**config.mk**
```make
export PLATFORM = sky130hd
export DESIGN_NAME = q2_panel
export DESIGN_NICKNAME = d
export VERILOG_FILES = /design/src/rtl/q2_panel.sv
export SDC_FILE = /design/constraint.sdc
export NUM_CORES = 1
export LEC_CHECK = 0
export ABC_CLOCK_PERIOD_IN_PS = 3650
export BUFFER_PORTS_ARGS = -buffer_cell sky130_fd_sc_hd__buf_2
export CORE_UTILIZATION = 35
export DETAILED_ROUTE_END_ITERATION = 12
export GPL_TIMING_DRIVEN = 0
export HOLD_SLACK_MARGIN = 0.03
export PLACE_DENSITY = 0.53
export SYNTH_ARGS = -nofsm -noshare
export SYNTH_HDL_FRONTEND = slang
export SYNTH_SLANG_ARGS = --single-unit
```
**constraint.sdc**
```tcl
create_clock -name clk -period 3.65 [get_ports clk]
set_input_delay 0.1825 -clock clk [delete_from_list [all_inputs] [get_ports clk]]
set_output_delay 0.1825 -clock clk [all_outputs]
set_load 0.03 [all_outputs]
```
**src/rtl/q2_panel.sv**
```systemverilog
// q2_panel: front-panel controller feeding the q2 core.
// Debounces four push-buttons and synchronizes the data switches.
// A small FSM turns accepted presses into fixed-width strobes.
// Ports: clk, rst (async, active-low);
//   btn_incp/btn_dep/btn_start/btn_stop, sw_raw[11:0], run in;
//   incp_sw/dep_sw/start_sw/stop_sw, sw[11:0], busy out.
// Option: define Q2_PANEL_AUTOINC_EN to follow each deposit
//   with an automatic incp_sw strobe (DEP->DGAP->INC->GAP).
module q2_panel #(
    parameter int unsigned DEBOUNCE = 16,
    parameter int unsigned PULSE    = 4,
    parameter int unsigned GAP      = 2
) (
    input  logic        clk,
    input  logic        rst,
    input  logic        btn_incp,
    input  logic        btn_dep,
    input  logic        btn_start,
    input  logic        btn_stop,
    input  logic [11:0] sw_raw,
    input  logic        run,
    output logic        incp_sw,
    output logic        dep_sw,
    output logic        start_sw,
    output logic        stop_sw,
    output logic [11:0] sw,
    output logic        busy
);

    localparam logic [2:0] S_IDLE  = 3'd0;
    localparam logic [2:0] S_DEP   = 3'd1;
    localparam logic [2:0] S_DGAP  = 3'd2;
    localparam logic [2:0] S_INC   = 3'd3;
    localparam logic [2:0] S_START = 3'd4;
    localparam logic [2:0] S_STOP  = 3'd5;
    localparam logic [2:0] S_GAP   = 3'd6;

`ifdef Q2_PANEL_AUTOINC_EN
    localparam logic [2:0] S_DEP_NXT = S_DGAP;
`else
    localparam logic [2:0] S_DEP_NXT = S_GAP;
`endif

    localparam int B_INCP  = 0;
    localparam int B_DEP   = 1;
    localparam int B_START = 2;
    localparam int B_STOP  = 3;

    localparam logic [15:0] DB_MAX = 16'(DEBOUNCE - 1);
    localparam logic [15:0] P_LD   = 16'(PULSE - 1);
    localparam logic [15:0] G_LD   = 16'(GAP - 1);

    logic [3:0]  btn_raw;
    logic [3:0]  b_s1;
    logic [3:0]  b_s2;
    logic [3:0]  b_db;
    logic [3:0]  b_db_q;
    logic [15:0] b_cnt [4];
    logic [3:0]  press;

    logic [11:0] sw_s1;
    logic [11:0] sw_s2;

    logic [2:0]  state;
    logic [2:0]  nxt;
    logic [15:0] tmr;
    logic        ld;
    logic [15:0] ld_val;

    assign btn_raw = {btn_stop, btn_start, btn_dep, btn_incp};

    // Counter reaching DB_MAX on a mismatching edge means the new
    // level has been seen DEBOUNCE times in a row.
    always_ff @(posedge clk or negedge rst) begin
        if (!rst) begin
            b_s1   <= '0;
            b_s2   <= '0;
            b_db   <= '0;
            b_db_q <= '0;
            for (int i = 0; i < 4; i++) begin
                b_cnt[i] <= '0;
            end
        end else begin
            b_s1   <= btn_raw;
            b_s2   <= b_s1;
            b_db_q <= b_db;
            for (int i = 0; i < 4; i++) begin
                if (b_s2[i] != b_db[i]) begin
                    if (b_cnt[i] == DB_MAX) begin
                        b_db[i]  <= ~b_db[i];
                        b_cnt[i] <= '0;
                    end else begin
                        b_cnt[i] <= b_cnt[i] + 16'd1;
                    end
                end else begin
                    b_cnt[i] <= '0;
                end
            end
        end
    end

    assign press = b_db & ~b_db_q;

    always_ff @(posedge clk or negedge rst) begin
        if (!rst) begin
            sw_s1 <= '0;
            sw_s2 <= '0;
            sw    <= '0;
        end else begin
            sw_s1 <= sw_raw;
            sw_s2 <= sw_s1;
            if (state == S_IDLE) begin
                sw <= sw_s2;
            end
        end
    end

    // Events outside IDLE fall through untouched: nothing is queued.
    always_comb begin
        nxt    = state;
        ld     = 1'b0;
        ld_val = P_LD;
        unique case (state)
            S_IDLE: begin
                priority case (1'b1)
                    press[B_STOP]: begin
                        nxt = S_STOP;
                        ld  = 1'b1;
                    end
                    press[B_START]: begin
                        nxt = S_START;
                        ld  = 1'b1;
                    end
                    press[B_DEP] && !run: begin
                        nxt = S_DEP;
                        ld  = 1'b1;
                    end
                    press[B_INCP] && !run: begin
                        nxt = S_INC;
                        ld  = 1'b1;
                    end
                    default: ;
                endcase
            end
            S_DEP: begin
                if (tmr == '0) begin
                    nxt    = S_DEP_NXT;
                    ld     = 1'b1;
                    ld_val = G_LD;
                end
            end
            S_DGAP: begin
                if (tmr == '0) begin
                    nxt    = S_INC;
                    ld     = 1'b1;
                    ld_val = P_LD;
                end
            end
            S_INC, S_START, S_STOP: begin
                if (tmr == '0) begin
                    nxt    = S_GAP;
                    ld     = 1'b1;
                    ld_val = G_LD;
                end
            end
            S_GAP: begin
                if (tmr == '0) begin
                    nxt = S_IDLE;
                end
            end
            default: nxt = S_IDLE;
        endcase
    end

    always_ff @(posedge clk or negedge rst) begin
        if (!rst) begin
            state <= S_IDLE;
            tmr   <= '0;
        end else begin
            state <= nxt;
            if (ld) begin
                tmr <= ld_val;
            end else if (tmr != '0) begin
                tmr <= tmr - 16'd1;
            end
        end
    end

    assign incp_sw  = (state == S_INC);
    assign dep_sw   = (state == S_DEP);
    assign start_sw = (state == S_START);
    assign stop_sw  = (state == S_STOP);
    assign busy     = (state != S_IDLE);

endmodule

```
Word level (Yosys, flattened, before mapping). Cells that the tools add are included.

Input port bits: 19. Logic and storage cells: 86. Register bits: 135.

Reductions and logical operators: 15. Equality and inequality tests: 18. $add $sub $neg: 5. Muxes and demuxes: 26. Bitwise operators: 6.

Operators with widths (count): 16-bit 2-to-1 mux (10); 16-bit by 1-bit adder with 16-bit output, second input constant (4); 16-bit by 4-bit equality test with 1-bit output, second input constant (4); 3-bit 2-to-1 mux (7); 16-bit zero test (1); 16-bit nonzero test (1); 16-bit by 1-bit subtractor with 16-bit output, second input constant (1); 3-bit one-hot mux with 4 select lines (1); 3-bit equality test, second input constant (3); 2-bit AND reduction (4); 3-bit by 2-bit equality test with 1-bit output, second input constant (2); 1-bit 2-to-1 mux (5); 5-bit by 3-bit inequality test with 1-bit output, second input constant (1); 5-bit OR reduction (1); 4-bit bitwise AND (1); 2-bit 2-to-1 mux (2); 1-bit inequality test (4); 2-bit inequality test, second input constant (2); 1-bit NOT (4); 4-bit NOT (1); 4-bit AND reduction (1); 4-bit OR reduction (1); 3-bit by 1-bit equality test with 1-bit output, second input constant (1); 3-bit zero test (1); 6 further kinds (7).

Logic depth before layout (Yosys ltp).
Word-level depth: 9. Mapped depth: 7.

Worst setup path after synthesis. No wires, ideal clock.

Path kind: register to register. Start point: reg tmr[0]. End point: reg state[1]. Path slack: 1.706 ns. Path buffers: 0. Library setup time: 0.140 ns. Clock period less this slack: 1.944 ns. Stages on the path, launching flop included: 8. Arrival: 1.803 ns. Cell sequence: dfrtp_1 inv_1 ha_1 or4b_4 nor4b_4 a21oi_1 o21ai_1 o311ai_2.

Cells in the longest elaborated chain, start to end: 3.

RTL lines: from (decl) (RTL line 66) `logic [15:0] tmr;`; from (signal assigned) (RTL line 182) `tmr <= ld_val;`; from (signal assigned) (RTL line 184) `tmr <= tmr - 16'd1;`; 16-bit zero test (*); 2-bit inequality test (no source line) or 2-bit by 1-bit inequality test with 1-bit output (tied branches); 4-bit AND reduction (no source line) (*); to (signal assigned) (RTL line 180) `state <= nxt;`; to (decl) (RTL line 64) `logic [2:0] state;`.

Mark *: on every way between the ends. The rest lies on a longest branch, timed or not. A chain may end at the register's enable or synchronous reset.

Worst setup path in the final report.
Start point: reg state[1]. End point: out busy.

Cells in the longest elaborated chain, start to end: 1.

RTL lines: 3-bit nonzero test (RTL line 193) `assign busy = (state != S_IDLE);`; to (decl) (RTL line 27) `output logic busy`.

No other way between the ends.

==> out/metrics.csv <==
metric,value,unit
htree depth,4,
min Tclk post-route,2590,ps
grt ovf,0,
post-layout util,44.2,%
num rows,46,
cell mode on critical path,clkbuf_1,
"commonest cells after routing, fill and taps aside","dfrtp_1, nor2_1, nand2_1, xor2_1, buf_2",
Post-Syn Area,5730,um2
Final Cycle Share,70.9,%
die area,16900,um2
Post-Synth Adder-Cell Area,1.31,%
"Slew Viols, Final",0,
largest net degree at the start of global routing,71,
MaxCap Viol Count,0,
Worst EP arrival,2410,ps
share of cells above drive strength 1,13.8,%
Slew Limit Headroom,54.2,%
vias in the first global route,3899,
clock root cell,clkbuf_16,
P_leak,3.17,nW
initial antenna violation count,1,
nets,634,
Synth Warn #,0,
DRT Pass-1 Iters,4,
Setup crit end,busy,
main combinational cell family by area after synthesis,simple AND/OR/NAND/NOR gates,
critical path's top delay family,buffers and inverters,
CP Max Fanout,10,
WP buf/inv,4,
Final ANT Viol Nets,0,
final worst setup slack,1060,ps
Initial Util,35.9,%
die height,130,um
Peak Freq,386,MHz
Post-DP HPWL,7.08,mm
multiplexer share of the synthesized area,0.787,%
# port buffers,35,
deepest clock path buffer count,2,
setup violators final,0,
clock-pin slew on the worst setup and hold paths,60,ps
"Clk Latency, worst-skew pair",410,ps
Worst VDD drop,0.333,mV
vias per cell,4.72,
pre-CTS setup slack,1410,ps
Worst R2R Start,tmr[1]$_DFFE_PN0P_,
final hold viol count,0,
Mean Syn Cell Area,10.7,um2
biggest cell delay along the critical path,630,ps
Critical-path top delay cell,nor3_1,
fill count,1522,
"most common cell after layout, fill and taps aside",dfrtp_1,
GRT Total Usage,14.1,%
Worst setup SP type,flop,
worst min path class,input pin to flop,
Critical Path RT,3470,ps
routability cong.,0.778,
DRC viols,0,
number of synthesized flops with an enable pin,0,
Worst Setup End Kind,primary output,
Clock Skews,6.63,ps
Post-CTS Setup Repair Bufs,0,
asr flop ratio synth,100,%
complex-gate fraction of the synthesized area,2.43,%
Synth Instances,537,
RSZ-0062 raised after global routing,no,
XOR/XNOR Fraction of Synth Area,10.7,%
final wirelength,10.6,mm
WP depth,5,
Placeable Area,15900,um2
"Cell Chain, Critical Path",clkbuf_1 -> nor3_1 -> inv_1 -> clkbuf_1 -> buf_2,
Die X,130,um
Worst-Margin Slew,682,ps
WS Path Type,flop to primary output,
total CTS buffers,17,
vias,3955,
Netlist cell types,40,
simple-gate share of the synthesized area,24.5,%
CTS tree,built,
I/O pins,36,
DRT iter0 DRCs,235,
cells on worst reg2reg path,7,
Area Growth Syn to Fin,23.1,%
Syn Nets,562,
Synth Register Bits,135,
clk sinks,135,
status,completed,
reg-to-reg endpoint,state[2]$_DFFE_PN0P_,
Critical Path Start,state[1]$_DFFE_PN0P_,
"Primary FF master, synth",dfrtp_1,
global-route wire length before repair,18.4,mm
DR WL/cell,12.6,um
pwr dens,643,nW/um2
Setup TNS,0,ps
reg-to-reg setup timing slack,1400,ps
"Seq/Total Area, Yosys",59.0,%
[worst reg2reg max path: stages, from the launching register on]
cell and delay (ps):
dfrtp_1 400, inv_1 100, ha_1 160, or4b_4 510, nor4b_4 480, nand2_2 150
a31oi_1 220, o21ai_1 100
[through the flow]
step / total power [W] / hold WS [ps] / cell area, um2 / std cells
6_report: 0.00454 / 136 / 7050 / 838
5_1_grt: 0.00478 / 137 / 7050 / 837
4_1_cts: 0.00460 / 113 / 7050 / 837
3_5_place_dp: 0.00262 / 225 / 6210 / 789
3_3_place_gp: 0.00259 / 291 / 6170 / 788
2_1_floorplan: 0.00239 / -113 / 5730 / 537
[layout make-up]
| class | instances | area, um2 | share of cell area (%) |
|---|---|---|---|
| clock inverter | 14 | 248 | 3.51 |
| antenna | 1 | 2.50 | 0.0355 |
| timing repair buffer | 53 | 379 | 5.38 |
| tap | 216 | 270 | 3.83 |
| clock buffer | 17 | 425 | 6.03 |
| sequential | 135 | 3380 | 47.9 |
| inverter | 8 | 30.0 | 0.426 |
| buffer | 10 | 41.3 | 0.586 |
| multi-input combinational | 384 | 2280 | 32.3 |
[state kept, by name, summed over array words and instances, names as in the netlist]
register and count:
sw 12, tmr 16, b_s1 4, b_db_q 4, sw_s2 12, state 3, b_cnt 64, b_s2 4
sw_s1 12, b_db 4
[kinds of logic (layout without fill, tap and decap cells)]
| kind of cell | count (synthesis) | after routing |
|---|---|---|
| AND/OR/NAND/NOR | 283 | 283 |
| flip-flops | 135 | 135 |
| XOR/XNOR | 70 | 70 |
| AO/OA/AOI/OAI | 21 | 21 |
| buffers and inverters | 18 | 102 |
| adder cells (fa/ha/maj) | 6 | 6 |
| multiplexers | 4 | 4 |
| other | 0 | 1 |
[Yosys cell counts, types with 2 or more instances]
cell      count  area [um2]
a21oi_1       8        40.0
a31oi_1       2        12.5
and3_1       19         119
clkbuf_1      9        33.8
dfrtp_1     135        3380
ha_1          6        75.1
inv_1         8        30.0
mux2_2        4        45.0
nand2_1      66         248
nand2b_1      5        31.3
nand3_1      32         160
nand4_1      14        87.6
nor2_1       96         360
nor2b_1       5        31.3
nor3_1       12        60.1
nor4_1       14        87.6
nor4_4        2        42.5
nor4b_2       2        30.0
o21ai_0       4        20.0
o21ai_1       2        10.0
or3_1         5        31.3
xnor2_1      33         289
xor2_1       37         324
[power breakdown]
part	internal (W)	switching (W)	leakage [nW]	total, W
combinational	0.000281	0.000464	1.10	0.000745
clock	0.00129	0.000648	0.321	0.00193
sequential	0.00168	0.000178	1.75	0.00186
total	0.00325	0.00129	3.17	0.00454
[routing by layer]
metal	global-route usage, %	routed length (um)	up-vias
met5	0	0	-
met4	6.29	186	0
met3	3.69	325	15
met2	22.3	4940	51
met1	18.1	5120	1934
li1	-	-	1955
[worst min path at each step]
stage | start | end | slack [ps] | cells after the start
3_3_place_gp | sw_raw[7] | sw_s1[7]$_DFF_PN0_ | 290 | 1
2_1_floorplan | rst | b_cnt[0]$_DFF_PN0_ | -110 | 0
6_report | run | state[1]$_DFFE_PN0P_ | 140 | 4
3_5_place_dp | rst | b_cnt[41]$_DFF_PN0_ | 220 | 1
5_1_grt | run | state[1]$_DFFE_PN0P_ | 140 | 4
4_1_cts | run | state[1]$_DFFE_PN0P_ | 110 | 4
[repair_timing]
| action | CTS | global route |
|---|---|---|
| gates resized for setup | 0 | 0 |
| hold buffers | 17 | 0 |
| endpoints found under the hold margin | 81 | 0 |
Note: power is estimated with default switching activity, not from simulation.
